File: src/rtl/fetch_ctrl.sv
// Instruction-fetch sequencer: owns the PC, runs a one-outstanding req/ack
// handshake to instruction memory and feeds decode through a one-entry skid.
module fetch_ctrl #(
  parameter logic [31:0] RESET_PC = 32'h0000_0000
) (
  input  logic        clk,
  input  logic        rst,
  input  logic        redirect_valid,
  input  logic [31:0] redirect_pc,
  output logic [31:0] pc,
  output logic        inst_ce,
  input  logic        inst_ack,
  input  logic [31:0] inst_rdata,
  output logic        id_valid,
  output logic [31:0] id_pc,
  output logic [31:0] id_inst,
  input  logic        id_ready
);

  localparam logic [1:0] BOOT    = 2'd0;
  localparam logic [1:0] REQ     = 2'd1;
  localparam logic [1:0] DISCARD = 2'd2;
  localparam logic [1:0] HOLD    = 2'd3;

  logic [1:0]  state_q, state_d;
  logic [31:0] pc_q, pc_d;
  logic [31:0] tgt_q, tgt_d;
  logic        outV_q, outV_d;
  logic [31:0] outPc_q, outPc_d;
  logic [31:0] outInst_q, outInst_d;
  logic        skidV_q, skidV_d;
  logic [31:0] skidPc_q, skidPc_d;
  logic [31:0] skidInst_q, skidInst_d;

  logic xfer;
  logic accept;
  logic outFree;

  assign xfer    = outV_q & id_ready;
  assign accept  = (state_q == REQ) & inst_ack & ~redirect_valid;
  assign outFree = ~outV_q | xfer;

  // Output and skid staging: skid always drains ahead of a freshly accepted word.
  always_comb begin
    outV_d     = outV_q;
    outPc_d    = outPc_q;
    outInst_d  = outInst_q;
    skidV_d    = skidV_q;
    skidPc_d   = skidPc_q;
    skidInst_d = skidInst_q;
    if (redirect_valid) begin
      outV_d  = 1'b0;
      skidV_d = 1'b0;
    end else if (outFree) begin
      if (skidV_q) begin
        outV_d    = 1'b1;
        outPc_d   = skidPc_q;
        outInst_d = skidInst_q;
        skidV_d   = accept;
        if (accept) begin
          skidPc_d   = pc_q;
          skidInst_d = inst_rdata;
        end
      end else if (accept) begin
        outV_d    = 1'b1;
        outPc_d   = pc_q;
        outInst_d = inst_rdata;
      end else begin
        outV_d = 1'b0;
      end
    end else if (accept) begin
      skidV_d    = 1'b1;
      skidPc_d   = pc_q;
      skidInst_d = inst_rdata;
    end
  end

  // Sequencer: HOLD stops requesting while both buffer slots are full.
  always_comb begin
    state_d = state_q;
    pc_d    = pc_q;
    tgt_d   = tgt_q;
    case (state_q)
      BOOT: state_d = REQ;
      REQ: begin
        if (redirect_valid) begin
          if (inst_ack) begin
            pc_d = redirect_pc;
          end else begin
            tgt_d   = redirect_pc;
            state_d = DISCARD;
          end
        end else if (inst_ack) begin
          pc_d = pc_q + 32'd4;
          if (outV_d & skidV_d) state_d = HOLD;
        end
      end
      DISCARD: begin
        if (redirect_valid) tgt_d = redirect_pc;
        if (inst_ack) begin
          pc_d    = redirect_valid ? redirect_pc : tgt_q;
          state_d = REQ;
        end
      end
      HOLD: begin
        if (redirect_valid) begin
          pc_d    = redirect_pc;
          state_d = REQ;
        end else if (xfer & skidV_q) begin
          state_d = REQ;
        end
      end
      default: state_d = BOOT;
    endcase
  end

  always_ff @(posedge clk) begin
    if (rst) begin
      state_q    <= BOOT;
      pc_q       <= RESET_PC;
      tgt_q      <= 32'd0;
      outV_q     <= 1'b0;
      outPc_q    <= 32'd0;
      outInst_q  <= 32'd0;
      skidV_q    <= 1'b0;
      skidPc_q   <= 32'd0;
      skidInst_q <= 32'd0;
    end else begin
      state_q    <= state_d;
      pc_q       <= pc_d;
      tgt_q      <= tgt_d;
      outV_q     <= outV_d;
      outPc_q    <= outPc_d;
      outInst_q  <= outInst_d;
      skidV_q    <= skidV_d;
      skidPc_q   <= skidPc_d;
      skidInst_q <= skidInst_d;
    end
  end

  assign pc       = pc_q;
  assign inst_ce  = (state_q == REQ) | (state_q == DISCARD);
  assign id_valid = outV_q;
  assign id_pc    = outPc_q;
  assign id_inst  = outInst_q;

endmodule

File: config.mk
export PLATFORM = sky130hd
export DESIGN_NAME = fetch_ctrl
export DESIGN_NICKNAME = d
export VERILOG_FILES = /design/src/rtl/fetch_ctrl.sv
export SDC_FILE = /design/constraint.sdc
export NUM_CORES = 1
export LEC_CHECK = 0
export BUFFER_PORTS_ARGS = -buffer_cell sky130_fd_sc_hd__buf_4
export CORE_ASPECT_RATIO = 0.9
export CORE_MARGIN = 2
export CORE_UTILIZATION = 30
export DETAILED_ROUTE_END_ITERATION = 10
export GPL_ROUTABILITY_DRIVEN = 0
export GPL_TIMING_DRIVEN = 0
export PLACE_DENSITY = 0.46
export SYNTH_ARGS = -nofsm -noshare
export SYNTH_HDL_FRONTEND = slang
export SYNTH_SLANG_ARGS = --single-unit
File: constraint.sdc
create_clock -name clk -period 3 [get_ports clk]
set_clock_uncertainty 0.2 [all_clocks]
set_input_delay 0.9 -clock clk [delete_from_list [all_inputs] [get_ports clk]]
set_output_delay 0.9 -clock clk [all_outputs]
set_load 0.01 [all_outputs]
# Word level (Yosys, flattened, before mapping)
# Index checks and enable logic that the tools add are counted.
[op_classes] add_sub_neg=1 n_eq_ne=13 n_mux=36 bitwise_logic=9 reduce_logical=9
[op_table] cell="$mux W32" n=18
[op_table] cell="$pmux W32 S3" n=1
[op_table] cell="$pmux W32 S2" n=1
[op_table] cell="$add A32 B3 Y32 const B" n=1
[op_table] cell="$mux W2" n=7
[op_table] cell="$ne A2 B2 Y1 const B" n=6
[op_table] cell="$ne A3 B3 Y1 const B" n=3
[op_table] cell="$mux W1" n=8
[op_table] cell="$pmux W2 S4" n=1
[op_table] cell="$reduce_and A3 Y1" n=2
[op_table] cell="$and A1 B1 Y1" n=5
[op_table] cell="$reduce_and A5 Y1" n=1
[op_table] cell="$eq A2 B2 Y1 const B" n=2
[op_table] cell="$reduce_and A4 Y1" n=1
[op_table] cell="$reduce_bool A2 Y1" n=2
[op_table] cell="$ne A3 B2 Y1 const B" n=1
[op_table] cell="$reduce_bool A3 Y1" n=1
[op_table] cell="$eq A2 B1 Y1 const B" n=1
[op_table] cell="$logic_not A2 Y1" n=1
[op_table] cell="$not A1 Y1" n=2
[op_table] cell="$or A1 B1 Y1" n=2
[op_table] cell="$reduce_and A2 Y1" n=1
[word_totals] regBits=196 inputBits=69 out_inout_bits=98

# Depth between registers and ports, before layout
[depth] word_depth=12 depth_mapped=9

# Least setup slack after synthesis
# OpenSTA, ideal clock, no wires.
[synth_path] path_kind="in2reg" from="input redirect_valid" to="register pc_q[9], in the netlist pc[9]" arrival_time_ns=2.055 path_slack_ns=0.618 stages=8 path_buffers=3 cell_sequence="buf_2 or2_1 buf_2 buf_2 a22oi_1 o31ai_1 a22oi_1 nor2_1"
[synth_between] elab_chain_cells=3 elab_cells_between_ends=6 cone_classes="eq/ne (1); mux (4); reduce/logical (1)"
[synth_rtl] item="start, declared" line_no="8" source="input logic redirect_valid,"
[synth_rtl] item="$mux W32"
[synth_rtl] item="$mux W32" line_no="100" source="if (inst_ack) begin"
[synth_rtl] item="$pmux W32 S3" line_no="83" source="case (state_q)"
[synth_rtl] item="end signal, assigned" line_no="130" source="pc_q <= pc_d;"
[synth_rtl] item="end, declared" line_no="26" source="logic [31:0] pc_q, pc_d;"
# Parallel ways exist; a longest one is shown, timed or not. The select of a mux whose other input is x is not followed.
# A chain may end at the register's enable or synchronous reset.

# Worst setup path after layout
[layout_path] from="register state_q[0]" to="register pc_q[11], in the netlist pc[11]"
[layout_between] elab_chain_cells=3 elab_cells_between_ends=9 cone_classes="eq/ne (6); mux (1); reduce/logical (2)"
[layout_rtl] item="start, declared" line_no="25" source="logic [1:0] state_q, state_d;"
[layout_rtl] item="start signal, assigned" line_no="129" source="state_q <= state_d;"
[layout_rtl] item="$eq A2 B1 Y1 or $eq A2 B2 Y1 (tied branches)" line_no="83"
[layout_rtl] item="$ne A2 B2 Y1 (no line) or $reduce_bool A3 Y1 (tied branches)"
[layout_rtl] item="$reduce_and A4 Y1 (no line)"
# Parallel ways exist; a longest one is shown, timed or not.

==> reports/qor.yml <==
hp-start: "skidPc_q[17]"
cts_tree: "yes"
reg2regPathDepth: 9
port_buffers: 165
io_pins: 167
hold_violations: 0
vdd_drop_max_mv: 0.366
muxShareOfSynthArea_pct: 8.21
pre_cts_ws_ns: -0.185
yosysTopAreaCell: "dfxtp_1"
drive_gt1_share_pct: 20.4
core_area_um2: 28600
avgViaCountPerCell: 5.12
die_x_um: 183
path_cells: "inv_1 -> ha_1 -> nor2b_1 -> clkbuf_1 -> clkbuf_1 -> a22oi_1 -> o41ai_1 -> nand2_1 -> a21oi_1"
p_leak_nw: 3.96
synth_area_leaders: "dfxtp_1, nand2_1, mux2i_1"
netlist_instances: 1045
overflow: 0
whs_endpoint: "skidPc_q[17]"
power_w: 0.00614
r2r_start: "state_q[0]"
slew_violations: 0
grt_first_pass_wirelength_mm: 45.4
grt_pass1_vias: 7705
setup_viol: 0
synth_compound_area_share_pct: 21.0
cts_buffers: 17
route.vias.total: 8228
cts-root-buf: "clkbuf_16"
diodes: 0
fin_area_um2: 11000
cts_buffer_depth: 2
cts_resized: 0
drt_iter0_drc: 483
synth-xor-area-share_pct: 0.202
synth_flop_cell: "dfxtp_1"
die_area_um2: 30300
area_growth_pct: 26.8
critPathKind: "reg2reg"
syn_area_um2: 8670
htree_levels: 4
synth_top_family_by_area: "compound AO/OA/AOI/OAI gates"
ctsHoldBuffers: 0
worst-path-buf-inv: 3
ys_types: 65
cap_violations: 0
wire_per_inst_um: 18.9
ant_nets: 0
synth_fa_ha_area_share_pct: 0.722
crit_family: "buffers and inverters"
placed_area_um2: 10400
start_kind: "flop"
ys_ff_latch: 196
synth_top_area_share_pct: 45.3
synthesis.nets: 1119
period_needed_ns: 2.70
n_fill_cell: 2990
end_kind: "flop"
hold_class: "reg2reg"
path_common_cell: "clkbuf_1"
synthSimpleGateAreaFrac_pct: 19.4
setup_ws_ns: 0.301
rows: 59
ys.warnings.count: 0
fin_crit_sh_pct: 90.0
p_per_area_nw_per_um2: 559
max_stage_delay_ns: 0.52
slew_headroom_pct: 43.5
cts.sinks: 196
postCtsSetupBuffers: 0
worst_slew_pin_slew_ns: 0.847
fin_util_pct: 38.4
ys_seq_area_share_pct: 45.3
clkLatencyLatePin_ns: 0.44
dpl.hpwl_mm: 22.1
slowest_stage: "clkbuf_1"
holdPathStages: 2
regToRegEndpoint: "pc[11]"
outcome: "completed"
wl_mm: 30.4
start_util_pct: 30.3
antenna_found_initial: 1
grt_max_degree: 19
fmax_mhz: 370
path_clk_slew_ns: 0.07
fin_nets: 1303
die_h_um: 165
synth_area_per_cell_um2: 8.30
route.detailed.drc: 0
r2r_slack_ns: 0.30
synth_edf_count: 0
grt.total_usage_pct: 19.7
worstPathArrival_ns: 2.86
async_reset_ff_share_pct: 0
setup_tns_ns: 0
critPathMaxFanout: 10
required_ns: 3.16
rsz0062_at_grt: "false"
first_pass_iters: 6
## stage by stage
| stage | std cells | hold slack, ns |
|---|---|---|
| floorplan | 1045 | 0.234 |
| global placement | 1576 | 0.241 |
| detailed placement | 1576 | 0.246 |
| CTS | 1608 | 0.257 |
| global route | 1608 | 0.269 |
| finish | 1608 | 0.255 |
## layer usage
| metal | vias to the layer above | global-route usage, % | part of all wire, % |
|---|---|---|---|
| li1 | 4050 | - | - |
| met2 | 210 | 31.2 | 45 |
| met4 | 2 | 4.80 | 1.5 |
| met3 | 27 | 4.45 | 4.8 |
| met5 | - | 0 | 0.053 |
| met1 | 3939 | 27.3 | 48 |
## kinds of logic (layout without fill, tap and decap cells)
kind of cell / after synthesis / in the layout
AND/OR/NAND/NOR: 381 / 381
adder cells (fa/ha/maj): 5 / 5
AO/OA/AOI/OAI: 286 / 286
buffers and inverters: 104 / 301
flip-flops: 196 / 196
multiplexers: 71 / 71
XOR/XNOR: 2 / 2
## state kept, by name (all words and copies together), names as in the netlist
register and flops:
id_valid 1, state_q 2, tgt_q 32, id_inst 32, skidV_q 1, pc 32, id_pc 32, skidInst_q 32
skidPc_q 32
## power breakdown
part | internal, W | total, W | switching (W)
sequential | 0.00271 | 0.00283 | 0.000119
combinational | 0.000353 | 0.000850 | 0.000497
clock | 0.00131 | 0.00246 | 0.00116
## cell usage after synthesis, types with 3 or more instances
cell / count
mux2i_1: 70
a22oi_1: 11
a21oi_1: 119
nor2b_1: 3
nand4_1: 7
o21ai_1: 17
and3_1: 4
a222oi_1: 3
o21ai_0: 15
inv_1: 7
nand2_1: 210
buf_4: 3
nor3_1: 18
a221oi_1: 5
o22ai_1: 4
nand2b_1: 4
nand3_2: 4
and2_1: 3
o211ai_1: 3
nor2_1: 96
a221o_1: 7
nor4_1: 3
a211oi_1: 69
buf_1: 3
a21o_1: 3
dfxtp_1: 196
clkbuf_1: 52
a2bb2oi_1: 3
ha_1: 5
buf_2: 36
a31oi_1: 8
nand3_1: 11
a22o_1: 8
## cell type report
class / instances / area (µm²) / area share, %
tap: 366 / 458 / 4.17
multi-input combinational: 745 / 4300 / 39.1
buffer: 95 / 420 / 3.82
sequential: 196 / 3920 / 35.7
inverter: 9 / 33.8 / 0.307
clock buffer: 19 / 453 / 4.12
timing repair buffer: 165 / 1240 / 11.3
clock inverter: 13 / 170 / 1.55
## how the worst max path moves through the flow
stage	startpoint	end	slack (ns)	cells after the start
6_report	state_q[0]	pc[11]	0.30	9
5_1_grt	rst	pc[25]	0.14	4
4_1_cts	state_q[0]	pc[30]	0.07	7
3_5_place_dp	rst	pc[28]	-0.18	4
3_3_place_gp	rst	pc[28]	-0.20	4
2_1_floorplan	redirect_valid	pc[9]	0.62	8
## worst min-delay path, delay by kind of cell, from the launching register on
family	cells	cell delay, ns
flops	1	0.31
simple gates	1	0.05
compound gates	1	0.05
## cells in the final DEF, fill, tap and decap left out, types with 3 or more instances in the layout
cell and n:
nand2_1 210, dfxtp_1 196, buf_4 168, a21oi_1 119, nor2_1 96, mux2i_1 70, a211oi_1 69, clkbuf_1 52
buf_2 36, nor3_1 17, o21ai_1 17, clkbuf_16 17, o21ai_0 15, a22oi_1 11, nand3_1 11, a22o_1 8
a31oi_1 8, inv_1 7, nand4_1 7, a221o_1 7, a221oi_1 5, ha_1 5, nand2b_1 4, nand3_2 4
o22ai_1 4, and3_1 4, nor2b_1 3, buf_1 3, a21o_1 3, and2_1 3, nor4_1 3, a2bb2oi_1 3
a222oi_1 3, o211ai_1 3, clkinv_4 3, clkinvlp_4 3
(Power assumes the default switching activity.)
